===== src/rtl/cpu_test_ctrl.sv =====
// Test sequencer for the RISC-I CPU. It loads instruction memory, runs the CPU for a
// programmed number of cycles, then scans registers and data memory against a golden stream.
module cpu_test_ctrl #(
    parameter int WORD_LEN   = 32,
    parameter int IMEM_DEPTH = 64,
    parameter int REG_SIZE   = 32,
    parameter int DMEM_DEPTH = 64,
    parameter int SCAN_DMEM  = 1,
    parameter int CYC_W      = 16,
    parameter int ERR_W      = 8,
    localparam int IA_W      = $clog2(IMEM_DEPTH),
    localparam int SCAN_MAX  = (REG_SIZE > DMEM_DEPTH) ? REG_SIZE : DMEM_DEPTH,
    localparam int TA_W      = $clog2(SCAN_MAX)
) (
    input  logic                i_CLK,
    input  logic                i_RSTN,
    input  logic                i_Start,
    input  logic [CYC_W-1:0]    i_Run_Cycles,
    input  logic                i_Instr_Valid,
    input  logic [WORD_LEN-1:0] i_Instr_Data,
    input  logic                i_Instr_Last,
    output logic                o_Instr_Ready,
    input  logic                i_Gold_Valid,
    input  logic [WORD_LEN-1:0] i_Gold_Data,
    output logic                o_Gold_Ready,
    output logic                o_CPU_RSTN,
    output logic                o_CPU_EN,
    output logic                o_Instr_WE,
    output logic [IA_W-1:0]     o_Instr_Addr,
    output logic [WORD_LEN-1:0] o_Write_Instr,
    output logic                o_Reg_or_Data,
    output logic [TA_W-1:0]     o_Test_Addr,
    input  logic [WORD_LEN-1:0] i_Test_Data,
    output logic                o_Busy,
    output logic                o_Done,
    output logic                o_Pass,
    output logic [ERR_W-1:0]    o_Err_Count,
    output logic [TA_W-1:0]     o_First_Err_Addr,
    output logic                o_First_Err_Sel
);

    typedef enum logic [2:0] {
        S_IDLE  = 3'd0,
        S_LOAD  = 3'd1,
        S_ZFILL = 3'd2,
        S_RUN   = 3'd3,
        S_SADDR = 3'd4,
        S_SCMP  = 3'd5,
        S_DONE  = 3'd6
    } state_t;

    localparam logic [IA_W-1:0]  IA_ZERO     = {IA_W{1'b0}};
    localparam logic [IA_W-1:0]  IA_ONE      = IA_W'(1);
    localparam logic [IA_W-1:0]  IA_LAST     = IA_W'(IMEM_DEPTH - 1);
    localparam logic [TA_W-1:0]  TA_ZERO     = {TA_W{1'b0}};
    localparam logic [TA_W-1:0]  TA_ONE      = TA_W'(1);
    localparam logic [TA_W-1:0]  REG_LAST    = TA_W'(REG_SIZE - 1);
    localparam logic [TA_W-1:0]  MEM_LAST    = TA_W'(DMEM_DEPTH - 1);
    localparam logic [CYC_W-1:0] CYC_ZERO    = {CYC_W{1'b0}};
    localparam logic [CYC_W-1:0] CYC_ONE     = CYC_W'(1);
    localparam logic [ERR_W-1:0] ERR_ZERO    = {ERR_W{1'b0}};
    localparam logic             SCAN_MEM_EN = (SCAN_DMEM != 0);

    function automatic logic [ERR_W-1:0] sat_inc(input logic [ERR_W-1:0] value);
        logic [ERR_W-1:0] result;
        if (value == {ERR_W{1'b1}}) begin
            result = value;
        end else begin
            result = value + ERR_W'(1);
        end
        return result;
    endfunction

    state_t                state_r, state_nx_s;
    logic [IA_W-1:0]       addr_cnt_r, addr_cnt_nx_s;
    logic [CYC_W-1:0]      run_cnt_r, run_cnt_nx_s;
    logic                  sel_r, sel_nx_s;
    logic [TA_W-1:0]       test_addr_r, test_addr_nx_s;
    logic [ERR_W-1:0]      err_cnt_r, err_cnt_nx_s;
    logic [TA_W-1:0]       first_addr_r, first_addr_nx_s;
    logic                  first_sel_r, first_sel_nx_s;
    logic                  we_r, we_nx_s;
    logic [IA_W-1:0]       waddr_r, waddr_nx_s;
    logic [WORD_LEN-1:0]   wdata_r, wdata_nx_s;
    logic                  instr_ready_r, gold_ready_r, cpu_rstn_r, cpu_en_r;
    logic                  busy_r, done_r, pass_r;
    logic                  instr_hs_s, gold_hs_s, scan_last_s;
    state_t                after_load_s;

    // Next-state and datapath updates for the whole sequence
    always_comb begin
        state_nx_s      = state_r;
        addr_cnt_nx_s   = addr_cnt_r;
        run_cnt_nx_s    = run_cnt_r;
        sel_nx_s        = sel_r;
        test_addr_nx_s  = test_addr_r;
        err_cnt_nx_s    = err_cnt_r;
        first_addr_nx_s = first_addr_r;
        first_sel_nx_s  = first_sel_r;
        we_nx_s         = 1'b0;
        waddr_nx_s      = waddr_r;
        wdata_nx_s      = wdata_r;
        instr_hs_s      = instr_ready_r & i_Instr_Valid;
        gold_hs_s       = gold_ready_r & i_Gold_Valid;
        scan_last_s     = sel_r ? (test_addr_r == REG_LAST) : (test_addr_r == MEM_LAST);
        // A zero run length goes straight from loading to the register scan
        after_load_s    = (run_cnt_r == CYC_ZERO) ? S_SADDR : S_RUN;

        case (state_r)
            S_IDLE, S_DONE: begin
                if (i_Start) begin
                    state_nx_s      = S_LOAD;
                    addr_cnt_nx_s   = IA_ZERO;
                    run_cnt_nx_s    = i_Run_Cycles;
                    sel_nx_s        = 1'b1;
                    test_addr_nx_s  = TA_ZERO;
                    err_cnt_nx_s    = ERR_ZERO;
                    first_addr_nx_s = TA_ZERO;
                    first_sel_nx_s  = 1'b0;
                end else begin
                    state_nx_s = state_r;
                end
            end
            S_LOAD: begin
                if (instr_hs_s) begin
                    we_nx_s       = 1'b1;
                    waddr_nx_s    = addr_cnt_r;
                    wdata_nx_s    = i_Instr_Data;
                    addr_cnt_nx_s = addr_cnt_r + IA_ONE;
                    if (addr_cnt_r == IA_LAST) begin
                        state_nx_s = after_load_s;
                    end else if (i_Instr_Last) begin
                        state_nx_s = S_ZFILL;
                    end else begin
                        state_nx_s = S_LOAD;
                    end
                end else begin
                    state_nx_s = S_LOAD;
                end
            end
            S_ZFILL: begin
                we_nx_s       = 1'b1;
                waddr_nx_s    = addr_cnt_r;
                wdata_nx_s    = {WORD_LEN{1'b0}};
                addr_cnt_nx_s = addr_cnt_r + IA_ONE;
                if (addr_cnt_r == IA_LAST) begin
                    state_nx_s = after_load_s;
                end else begin
                    state_nx_s = S_ZFILL;
                end
            end
            S_RUN: begin
                run_cnt_nx_s = run_cnt_r - CYC_ONE;
                if (run_cnt_r <= CYC_ONE) begin
                    state_nx_s = S_SADDR;
                end else begin
                    state_nx_s = S_RUN;
                end
            end
            S_SADDR: begin
                state_nx_s = S_SCMP;
            end
            S_SCMP: begin
                if (gold_hs_s) begin
                    if (i_Test_Data != i_Gold_Data) begin
                        err_cnt_nx_s = sat_inc(err_cnt_r);
                        if (err_cnt_r == ERR_ZERO) begin
                            first_addr_nx_s = test_addr_r;
                            first_sel_nx_s  = sel_r;
                        end else begin
                            first_addr_nx_s = first_addr_r;
                        end
                    end else begin
                        err_cnt_nx_s = err_cnt_r;
                    end
                    if (!scan_last_s) begin
                        test_addr_nx_s = test_addr_r + TA_ONE;
                        state_nx_s     = S_SADDR;
                    end else if (sel_r && SCAN_MEM_EN) begin
                        sel_nx_s       = 1'b0;
                        test_addr_nx_s = TA_ZERO;
                        state_nx_s     = S_SADDR;
                    end else begin
                        state_nx_s = S_DONE;
                    end
                end else begin
                    state_nx_s = S_SCMP;
                end
            end
            default: begin
                state_nx_s = S_IDLE;
            end
        endcase
    end

    // State, datapath and outputs, all registered from the next-state values
    always_ff @(posedge i_CLK or negedge i_RSTN) begin
        if (!i_RSTN) begin
            state_r       <= S_IDLE;
            addr_cnt_r    <= IA_ZERO;
            run_cnt_r     <= CYC_ZERO;
            sel_r         <= 1'b1;
            test_addr_r   <= TA_ZERO;
            err_cnt_r     <= ERR_ZERO;
            first_addr_r  <= TA_ZERO;
            first_sel_r   <= 1'b0;
            we_r          <= 1'b0;
            waddr_r       <= IA_ZERO;
            wdata_r       <= {WORD_LEN{1'b0}};
            instr_ready_r <= 1'b0;
            gold_ready_r  <= 1'b0;
            cpu_rstn_r    <= 1'b0;
            cpu_en_r      <= 1'b0;
            busy_r        <= 1'b0;
            done_r        <= 1'b0;
            pass_r        <= 1'b0;
        end else begin
            state_r       <= state_nx_s;
            addr_cnt_r    <= addr_cnt_nx_s;
            run_cnt_r     <= run_cnt_nx_s;
            sel_r         <= sel_nx_s;
            test_addr_r   <= test_addr_nx_s;
            err_cnt_r     <= err_cnt_nx_s;
            first_addr_r  <= first_addr_nx_s;
            first_sel_r   <= first_sel_nx_s;
            we_r          <= we_nx_s;
            waddr_r       <= waddr_nx_s;
            wdata_r       <= wdata_nx_s;
            instr_ready_r <= (state_nx_s == S_LOAD);
            gold_ready_r  <= (state_nx_s == S_SCMP);
            cpu_rstn_r    <= !(state_nx_s inside {S_IDLE, S_LOAD, S_ZFILL});
            cpu_en_r      <= (state_nx_s == S_RUN);
            busy_r        <= !(state_nx_s inside {S_IDLE, S_DONE});
            done_r        <= (state_nx_s == S_DONE);
            pass_r        <= (state_nx_s == S_DONE) && (err_cnt_nx_s == ERR_ZERO);
        end
    end

    assign o_Instr_Ready    = instr_ready_r;
    assign o_Gold_Ready     = gold_ready_r;
    assign o_CPU_RSTN       = cpu_rstn_r;
    assign o_CPU_EN         = cpu_en_r;
    assign o_Instr_WE       = we_r;
    assign o_Instr_Addr     = waddr_r;
    assign o_Write_Instr    = wdata_r;
    assign o_Reg_or_Data    = sel_r;
    assign o_Test_Addr      = test_addr_r;
    assign o_Busy           = busy_r;
    assign o_Done           = done_r;
    assign o_Pass           = pass_r;
    assign o_Err_Count      = err_cnt_r;
    assign o_First_Err_Addr = first_addr_r;
    assign o_First_Err_Sel  = first_sel_r;

endmodule


===== config.mk =====
export PLATFORM = sky130hd
export DESIGN_NAME = cpu_test_ctrl
export DESIGN_NICKNAME = d
export VERILOG_FILES = /design/src/rtl/cpu_test_ctrl.sv
export SDC_FILE = /design/constraint.sdc
export NUM_CORES = 1
export LEC_CHECK = 0
export CORE_MARGIN = 5
export CORE_UTILIZATION = 40
export CTS_BUF_LIST = sky130_fd_sc_hd__clkbuf_8
export CTS_CLUSTER_SIZE = 24
export DETAILED_ROUTE_END_ITERATION = 7
export PLACE_DENSITY_LB_ADDON = 0.15
export SLEW_MARGIN = 30
export SYNTH_ARGS = -nofsm -noshare
export SYNTH_HDL_FRONTEND = slang
export SYNTH_SLANG_ARGS = --single-unit

===== constraint.sdc =====
create_clock -name i_CLK -period 2 [get_ports i_CLK]
set_input_delay 0.3 -clock i_CLK [delete_from_list [all_inputs] [get_ports i_CLK]]
set_output_delay 0.3 -clock i_CLK [all_outputs]
set_load 0.005 [all_outputs]

==> flow_metrics.env, run 1 <==
export IMPL_ioPinCount=186
export IMPL_outcome="completed"
export IMPL_die_h_um=120
export IMPL_syn_nets=666
export IMPL_overflow=0
export IMPL_yosysTopAreaCell="dfrtp_1"
export IMPL_powerDensity_nw_per_um2=607
export IMPL_hold_class="in2async"
export IMPL_period_needed_ps=1960
export IMPL_path_clk_slew_ps=90
export IMPL_ys_seq_area_frac=0.477
export IMPL_grt_max_degree=65
export IMPL_first_global_vias=4751
export IMPL_netlist_area_um2=4880
export IMPL_syn_inst=541
export IMPL_regToRegStartpoint="state_r[1]"
export IMPL_worst_slew_pin_slew_ps=556
export IMPL_wl_per_cell_um=15.6
export IMPL_routed_wl_um=14300
export IMPL_first_pass_iters=4
export IMPL_setup_viol=0
export IMPL_ys_top_cells_by_area="dfrtp_1 (47%), nand2_1 (9.5%), o21ai_0 (6.2%)"
export IMPL_clock_sinks=93
export IMPL_area_growth_pct=57.2
export IMPL_r2r_slack_ps=40
export IMPL_synth_edf_count=0
export IMPL_io_buffers=185
export IMPL_yosysWarningCount=0
export IMPL_tritoncts="yes"
export IMPL_crit_path_start="i_Gold_Data[21]"
export IMPL_layoutNonFillerInstCount=921
export IMPL_multi_input_area_um2=2490
export IMPL_peakVddDrop_uv=502
export IMPL_end_kind="flop"
export IMPL_cp_required_ps=2240
export IMPL_p_leak_nw=3.51
export IMPL_dr_total_vias=4755
export IMPL_antennaDiodeCount=0
export IMPL_slew_viol_final=0
export IMPL_cts_root_buffer="clkbuf_8"
export IMPL_avgSynthCellArea_um2=9.02
export IMPL_htreeDepth=3
export IMPL_grtUsageTotal=0.196
export IMPL_rows=40
export IMPL_cts_buffers_inserted=9
export IMPL_synth_top_area_share=0.472
export IMPL_finish_utilization=0.639
export IMPL_yosysUniqueCellTypes=61
export IMPL_tns_ps=0
export IMPL_grt_pass1_wl_um=23200
export IMPL_clk_path_buf_depth=2
export IMPL_dr_first_iter_drc_count=223
export IMPL_start_util=0.406
export IMPL_core_area_um2=12000
export IMPL_fmax_mhz=509
export IMPL_dieArea_um2=14500
export IMPL_placedCellCount=894
export IMPL_grt_setup_unrepaired="true"
export IMPL_ant_nets=0
export IMPL_max_cap_viol_count=0
export IMPL_dieWidth_um=120
export IMPL_max_slew_margin_rel=0.620
export IMPL_final_layout_size_suffix_gt1_frac=0.143
export IMPL_async_flop_share=1.00
export IMPL_place_gp_congestion=0.873
export IMPL_dp_hpwl_um=11000
export IMPL_finClkSkew_ps=11.5
export IMPL_path_class="in2reg"
export IMPL_antenna_found_initial=0
export IMPL_nNetsFinal=894
export IMPL_finalCritPeriodShare=0.982
export IMPL_synthFlopType="dfrtp_1"
export IMPL_synth_seq_cells=93
export IMPL_final_hold_viol_count=0
export IMPL_clk_latency_ps=360
export IMPL_seqCellArea_um2=2330
export IMPL_drc=0
export IMPL_crit_fanout=3
export IMPL_critPathLaunchType="primary input"
export IMPL_vias_per_cell=5.16
export IMPL_nFillCells=1045
export IMPL_critical_path_arrival_ps=2210
cell type report:
cell class,instances,area share
multi-input combinational,402,0.325
inverter,20,0.00978
clock inverter,5,0.00669
clock buffer,11,0.0197
timing repair buffer,243,0.311
sequential,93,0.304
tap,147,0.0240
sequential cells by signal, summed over array words and instances, names as in the netlist:
name	cells
o_Instr_Ready	1
o_CPU_RSTN	1
o_Reg_or_Data	1
o_Gold_Ready	1
o_Done	1
o_First_Err_Sel	1
addr_cnt_r	6
o_Test_Addr	6
o_First_Err_Addr	6
o_Err_Count	8
o_Write_Instr	32
run_cnt_r	16
o_Instr_WE	1
state_r	3
o_Instr_Addr	6
o_CPU_EN	1
o_Pass	1
o_Busy	1
what timing repair did:
action	in CTS	in global routing
pin swaps	7	27
cloned	0	0
hold buffers	1	0
setup buffers	2	8
hold endpoints to repair	35	0
resized for setup	9	47
setup endpoints to repair	3	24
worst max-delay path: stages:
cell and delay [ps]:
clkdlybuf4s50_1 490, xnor2_1 120, nand4_1 160, nor4_4 340, nand2_2 120, buf_6 140
nand3_2 80, mux2i_2 90, a2111oi_2 350
logic make-up after synthesis:
logic type               count (synthesis)  share of synthesized area
AND/OR/NAND/NOR                        233                      0.230
AO/OA/AOI/OAI                          118                      0.154
flip-flops                              93                      0.477
buffers and inverters                   46                     0.0390
XOR/XNOR                                33                     0.0592
multiplexers                            11                     0.0226
adder cells (fa/ha/maj)                  7                     0.0179
metal layers:
layer  vias up  GRT usage  part of all wire
met5         -          0                 0
met4         0     0.0538             0.017
met3        18     0.0309             0.031
met2        92      0.338              0.52
met1      2315      0.257              0.43
li1       2330          -                 -
power breakdown:
group          total (mW)  switching [mW]  internal [mW]
combinational        1.24           0.502          0.736
sequential           2.14           0.137           2.00
clock                1.29           0.647          0.639
through the flow:
| stage | power [mW] | cell area [um2] | hold slack, ps | worst slack (ps) |
|---|---|---|---|---|
| floorplan | 2.62 | 4880 | 4.41 | 82.5 |
| global placement | 3.37 | 7190 | 307 | -238 |
| detailed placement | 3.40 | 7190 | 310 | -379 |
| CTS | 4.68 | 7440 | 460 | 1.06 |
| global route | 4.92 | 7670 | 489 | -106 |
| finish | 4.66 | 7670 | 450 | 36.0 |
cell usage after synthesis (7+ instances only):
master / instances
nand3_1: 18
nor2_1: 29
nor3_1: 11
dfrtp_1: 92
nand4_1: 12
o21ai_0: 60
xnor2_1: 33
clkbuf_1: 16
buf_2: 8
inv_1: 20
ha_1: 7
a21oi_1: 13
mux2i_1: 11
nand2_1: 124
cell usage in the layout (no fill, tap or decap), types with 5 or more instances in the layout:
cell | synthesis | layout
buf_4 | 2 | 53
dlymetal6s2s_1 | 0 | 24
xnor2_1 | 33 | 32
inv_1 | 20 | 22
a31oi_1 | 6 | 5
nand2_1 | 124 | 122
nand3_1 | 18 | 15
nor3_1 | 11 | 10
clkbuf_8 | 0 | 11
o21ai_0 | 60 | 59
o211ai_1 | 5 | 5
dfrtp_1 | 92 | 91
nand4_1 | 12 | 12
clkdlybuf4s50_1 | 0 | 158
mux2i_1 | 11 | 10
a21oi_1 | 13 | 12
nor2_1 | 29 | 27
ha_1 | 7 | 7
path summary, 6_finish.rpt:
check,to,depth (start not counted)
min,o_First_Err_Addr[2],2
max,o_Pass,9
min in group i_CLK,o_Instr_Addr[1],2
min reg2reg,o_Instr_Addr[1],2
max reg2reg,o_Pass,8
max in group asynchronous,o_Write_Instr[13],3
(Power assumes the default switching activity.)
==> run 2: changes to the inputs <==
--- a/config.mk
+++ b/config.mk
@@ -10,6 +10,7 @@
 export CTS_BUF_LIST = sky130_fd_sc_hd__clkbuf_8
 export CTS_CLUSTER_SIZE = 24
 export DETAILED_ROUTE_END_ITERATION = 7
+export GPL_ROUTABILITY_DRIVEN = 0
 export PLACE_DENSITY_LB_ADDON = 0.15
 export SLEW_MARGIN = 30
 export SYNTH_ARGS = -nofsm -noshare
==> results of run 2 <==
Same layout as run 1: the final DEF is identical, and so are final timing and power.
